`src/rtl/fir_xifu_ctrl.sv`:
```
// Tracking queue and head FSM for offloaded FIR instructions on the XIF interface.
// Entries issue in order, get committed/killed by ID, optionally go through one memory access, and retire in order.
module fir_xifu_ctrl #(
   parameter int unsigned DEPTH = 4,
   parameter int unsigned ID_W  = 4
) (
   input  logic                       clk_i,
   input  logic                       rst_i,
   input  logic                       issue_valid_i,
   input  logic [ID_W-1:0]            issue_id_i,
   input  logic                       issue_is_mem_i,
   input  logic                       issue_we_i,
   output logic                       issue_ready_o,
   input  logic                       commit_valid_i,
   input  logic [ID_W-1:0]            commit_id_i,
   input  logic                       commit_kill_i,
   output logic                       mem_valid_o,
   input  logic                       mem_ready_i,
   output logic [ID_W-1:0]            mem_id_o,
   output logic                       mem_we_o,
   input  logic                       mem_result_valid_i,
   input  logic [ID_W-1:0]            mem_result_id_i,
   output logic                       retire_valid_o,
   output logic [ID_W-1:0]            retire_id_o,
   output logic                       retire_killed_o,
   output logic                       busy_o,
   output logic [$clog2(DEPTH):0]     count_o,
   output logic                       protocol_err_o,
   output logic [1:0]                 state_o
);

   localparam int unsigned PW = $clog2(DEPTH);
   localparam int unsigned CW = PW + 1;

   // Handshakes: a transfer happens on a rising edge where valid and ready are both high;
   // valid and its payload hold steady until that edge.
   typedef enum logic [1:0] {IDLE, MEM_REQ, MEM_RESP, RETIRE} state_e;

   state_e            state_q;
   logic [ID_W-1:0]   id_q [DEPTH];
   logic [DEPTH-1:0]  is_mem_q, we_q, committed_q, killed_q;
   logic [PW-1:0]     rd_ptr_q, wr_ptr_q;
   logic [CW-1:0]     count_q;
   logic              err_q;

   logic              issue_fire, pop;
   logic              cm_hit, cm_new;
   logic [PW-1:0]     cm_idx;
   logic              head_valid;

   assign issue_ready_o = (count_q < CW'(DEPTH));
   assign issue_fire    = issue_valid_i && issue_ready_o;
   assign pop           = (state_q == RETIRE);
   assign head_valid    = (count_q != '0);

   // Oldest queued, uncommitted entry with a matching id wins; otherwise the entry being written now.
   always_comb begin
      cm_hit = 1'b0;
      cm_idx = '0;
      for (int i = 0; i < DEPTH; i++) begin
         automatic logic [PW-1:0] idx = rd_ptr_q + PW'(i);
         if (!cm_hit && commit_valid_i && (CW'(i) < count_q) &&
             !committed_q[idx] && (id_q[idx] == commit_id_i)) begin
            cm_hit = 1'b1;
            cm_idx = idx;
         end
      end
      cm_new = commit_valid_i && !cm_hit && issue_fire && (issue_id_i == commit_id_i);
   end

   always_ff @(posedge clk_i) begin
      if (rst_i) begin
         state_q     <= IDLE;
         rd_ptr_q    <= '0;
         wr_ptr_q    <= '0;
         count_q     <= '0;
         committed_q <= '0;
         killed_q    <= '0;
         err_q       <= 1'b0;
      end else begin
         if (issue_fire) begin
            id_q[wr_ptr_q]        <= issue_id_i;
            is_mem_q[wr_ptr_q]    <= issue_is_mem_i;
            we_q[wr_ptr_q]        <= issue_we_i;
            committed_q[wr_ptr_q] <= cm_new;
            killed_q[wr_ptr_q]    <= cm_new && commit_kill_i;
            wr_ptr_q              <= wr_ptr_q + 1'b1;
         end
         if (cm_hit) begin
            committed_q[cm_idx] <= 1'b1;
            killed_q[cm_idx]    <= commit_kill_i;
         end
         if (pop) rd_ptr_q <= rd_ptr_q + 1'b1;
         if (issue_fire && !pop)      count_q <= count_q + 1'b1;
         else if (!issue_fire && pop) count_q <= count_q - 1'b1;

         if (mem_result_valid_i &&
             !((state_q == MEM_RESP) && (mem_result_id_i == id_q[rd_ptr_q])))
            err_q <= 1'b1;

         case (state_q)
            IDLE: begin
               if (head_valid) begin
                  if (killed_q[rd_ptr_q] || (committed_q[rd_ptr_q] && !is_mem_q[rd_ptr_q]))
                     state_q <= RETIRE;
                  else if (committed_q[rd_ptr_q])
                     state_q <= MEM_REQ;
               end
            end
            MEM_REQ:  if (mem_ready_i) state_q <= MEM_RESP;
            MEM_RESP: if (mem_result_valid_i && (mem_result_id_i == id_q[rd_ptr_q])) state_q <= RETIRE;
            RETIRE:   state_q <= IDLE;
            default:  state_q <= IDLE;
         endcase
      end
   end

   assign mem_valid_o     = (state_q == MEM_REQ);
   assign mem_id_o        = mem_valid_o ? id_q[rd_ptr_q] : '0;
   assign mem_we_o        = mem_valid_o && we_q[rd_ptr_q];
   assign retire_valid_o  = pop;
   assign retire_id_o     = pop ? id_q[rd_ptr_q] : '0;
   assign retire_killed_o = pop && killed_q[rd_ptr_q];
   assign busy_o          = head_valid || (state_q != IDLE);
   assign count_o         = count_q;
   assign protocol_err_o  = err_q;
   assign state_o         = state_q;

endmodule

```
`config.mk`:
```
export PLATFORM = sky130hd
export DESIGN_NAME = fir_xifu_ctrl
export DESIGN_NICKNAME = d
export VERILOG_FILES = /design/src/rtl/fir_xifu_ctrl.sv
export SDC_FILE = /design/constraint.sdc
export NUM_CORES = 1
export LEC_CHECK = 0
export ABC_AREA = 1
export BUFFER_PORTS_ARGS = -buffer_cell sky130_fd_sc_hd__buf_2
export CAP_MARGIN = 40
export CORE_UTILIZATION = 45
export CTS_BUF_LIST = sky130_fd_sc_hd__clkbuf_8
export DETAILED_ROUTE_END_ITERATION = 7
export GPL_ROUTABILITY_DRIVEN = 0
export PLACE_DENSITY = 0.71
export SYNTH_ARGS = -nofsm -noshare
export SYNTH_HDL_FRONTEND = slang
export SYNTH_SLANG_ARGS = --single-unit
export TNS_END_PERCENT = 5
```
`constraint.sdc`:
```
create_clock -name clk_i -period 1.7 [get_ports clk_i]
set_clock_uncertainty 0.05 [all_clocks]
set_input_delay 0.255 -clock clk_i [delete_from_list [all_inputs] [get_ports clk_i]]
set_output_delay 0.255 -clock clk_i [all_outputs]
set_load 0.02 [all_outputs]
```
==> impl_results.md <==
* Setup crit start: rd_ptr_q[0]
* Min Clock Period, post-route at between 2 and 2.5 ns
* Num ports at between 40 and 50
* Largest net degree at the start of global routing at 21
* Reg area at roughly 1100 um2
* RSZ-0062 raised after global routing: yes
* Hold path cells at 1
* Router iterations before antenna repair at 5
* Vias in the first global route at about 3100
* Fraction of registers with async set/reset at 0%
* Count of final max-slew check failures at 0
* Actual slew at the worst max-slew pin at 0.3698 ns
* Post-Route WL at between 9000 and 10000 um
* Initial antenna violation count at 0
* Share of cells above drive strength 1 at around 33%
* Cell Chain, Critical Path: inv_8 -> buf_4 -> nand2_1 -> nand2_2 -> nand2_2 -> nand2_1 -> nand2_1 -> nand2_1 -> nor2_2 -> nand3_2 -> nand4_1 -> nand2_1 -> o21ai_2 -> nand3_2 -> nand2_1 -> nand2_1 -> nor2_1
* Worst setup path endpoint: killed_q[0]
* R2r setup slk at -0.48 ns
* Area of the multi-input gates at 2062 um2
* DP HPWL at just over 7000 um
* Design Area, Final at between 4000 and 5000 um2
* Die W at roughly 87 um
* Cell Area, Placed at ~4000 um2
* Max-Slew Margin vs Limit at roughly 75%
* Post-DRT Antenna Nets at 0
* Syn_area_per_cell at 6.846 um2
* Post-Synthesis Cells at ~480
* Initial core utilization at between 40% and 50%
* Netlist cell types at 43
* Sequential area share after synthesis at between 30 and 40%
* PortBufs at 40
* Row count at 30
* Reported max-cap violation count at 0
* Failing checks: negative setup slack
* #FFs+latches synth at 44
* CP Capture Type: flop
* Hold Path Class: in2reg
* Final Hold Vio Count at 0
* Fmax at between 0.4 and 0.5 GHz
* CTS clk-pin slew, worst paths at about 0.090 ns
* Filler cells at between 600 and 700
* Post-placement setup slack at -0.5674 ns
* Die Y-Extent at a little under 90 um
* Lkg Pwr at approximately 0.0022 uW
* Crit Path Class: reg2reg
* R2R Path End: killed_q[0]
* Final net count at roughly 600
* Post-synthesis cell area at about 3300 um2
* Synth-to-layout area growth at 32.70%
* Total global-route track usage at 24.75%
* Clk sinks at between 40 and 50
* Cts bufs inserted at 5
* CTS Buffer Depth at 2
* Routed len/inst at roughly 14 um
* Crit-path max FO at 11
* Grt total ovfl at 0
* Htree depth at 2
* CTS tree: yes
* DR iter-0 viols at just over 400
* Global-route wire length before repair at 14530 um
* CORE AREA at 6907 um2
* Synth Warn # at 0
* Power Density at roughly 870 nW/um2
* Top cell by count, worst path: nand2_1
* # DRC at 0
* Via density per instance at between 5 and 6
* Worst hold start: issue_we_i
* Worst Path Buf+Inv at 2
* WP data required at ~1.9 ns
* Setup crit start kind: flop
* Setup violations, final at 14
* Vias at 3533
* Die area at 7633 um2
* WP data arrival at approximately 2.4 ns
* Outcome: finished with violations
* Stages on the worst setup path at 17
* Hold buffer count at CTS at 0
* Setup TNS at -4.775 ns
* Reg2Reg Depth at 17
* Setup WS post-layout at -0.4812 ns
* Peak VDD IR at 469.2 uV
* Top_reg_cell synth: edfxtp_1
* Ant diodes at 0
* CP delay by family, top: simple AND/OR/NAND/NOR gates
* Root Driver: clkbuf_8
* CP peak stage delay at ~0.44 ns
* Crit-path slowest cell: dfxtp_4
* Syn nets at about 510
* Period utilisation layout at 128.3%
* Number of synthesized flops with an enable pin at 24
* Clk Latency, worst-skew pair at 0.30 ns
* Reg2reg start: rd_ptr_q[0]
cells in the final DEF, fill, tap and decap left out, drive strengths merged, types with 3 or more instances in the layout:
| cell type | instances |
|---|---|
| xor2 | 5 |
| a22o | 3 |
| a21oi | 14 |
| o21ai | 18 |
| nand3 | 49 |
| a31oi | 4 |
| buf | 102 |
| dfxtp | 20 |
| edfxtp | 24 |
| nor2 | 47 |
| nand2 | 197 |
| or2 | 3 |
| clkbuf | 5 |
| nand4 | 8 |
| inv | 52 |
| ha | 14 |
metal layers:
| layer | GRT usage (%) | share of wire (%) |
|---|---|---|
| met4 | 8.197 | 1.7 |
| met2 | 40.63 | 48 |
| met3 | 2.654 | 6.5 |
| met5 | 0 | 0 |
| met1 | 33.98 | 44 |
cell families after synthesis:
group,share of synthesized area [%]
flip-flops,34.19
multiplexers,0.3052
buffers and inverters,9.003
AND/OR/NAND/NOR,40.98
adder cells (fa/ha/maj),5.342
AO/OA/AOI/OAI,8.585
XOR/XNOR,1.602
metrics by stage:
step	total power, uW	utilization (%)	instances	hold slack [ns]
5_1_grt	4040	63.01	675	0.1208
3_3_place_gp	2898	58.06	664	0.3854
2_1_floorplan	2348	-	479	0.2744
4_1_cts	3679	61.00	674	0.1019
6_report	3797	63.01	675	0.1108
3_5_place_dp	2939	58.06	664	0.3935
cells in the mapped netlist, types with 2 or more instances:
cell / count / share of area (%)
a21oi_1: 14 / 2.1
a221oi_1: 2 / 0.53
a22o_1: 3 / 0.80
a31oi_1: 4 / 0.76
buf_4: 3 / 0.69
buf_6: 6 / 2.1
dfxtp_1: 20 / 12
edfxtp_1: 24 / 22
ha_1: 14 / 5.3
inv_1: 43 / 4.9
inv_2: 6 / 0.69
nand2_1: 187 / 21
nand2_2: 8 / 1.5
nand3_1: 44 / 6.7
nand3_2: 4 / 1.2
nand4_1: 7 / 1.3
nor2_1: 43 / 4.9
nor2_2: 2 / 0.38
o21ai_0: 15 / 2.3
o21ai_1: 2 / 0.31
or2_2: 2 / 0.38
xor2_1: 5 / 1.3
worst min path at each step:
stage / slack [ns] / endpoint
after floorplan: 0.27 / committed_q[3]
after global placement: 0.39 / protocol_err_o
after detailed placement: 0.39 / protocol_err_o
after CTS: 0.10 / we_q[1]
after global routing: 0.12 / we_q[2]
final: 0.11 / we_q[1]
power by group:
part	internal (uW)	leakage, uW	total [uW]	switching (uW)
sequential	1220	0.000385	1310	90.1
clock	283	0.0000496	660	377
combinational	748	0.00172	1820	1080
state kept, by name, summed over array words and instances (netlist names), named ones only:
name,count
wr_ptr_q,2
we_q,4
count_o,3
committed_q,4
rd_ptr_q,2
protocol_err_o,1
killed_q,4
state_o,2
is_mem_q,4
id_q,16
final cells by class:
| class | count | area share, % |
|---|---|---|
| multi-input combinational | 374 | 47.38 |
| sequential | 44 | 26.16 |
| timing repair buffer | 102 | 16.99 |
| inverter | 51 | 4.773 |
| tap | 96 | 2.760 |
| clock buffer | 5 | 1.581 |
| clock inverter | 3 | 0.3450 |
timing repair:
item	in CTS	in global routing
cloned	1	1
pin swaps	6	9
buffers inserted	1	0
endpoints found under the setup margin	22	47
resized for setup	37	43
(Power assumes the default switching activity.)
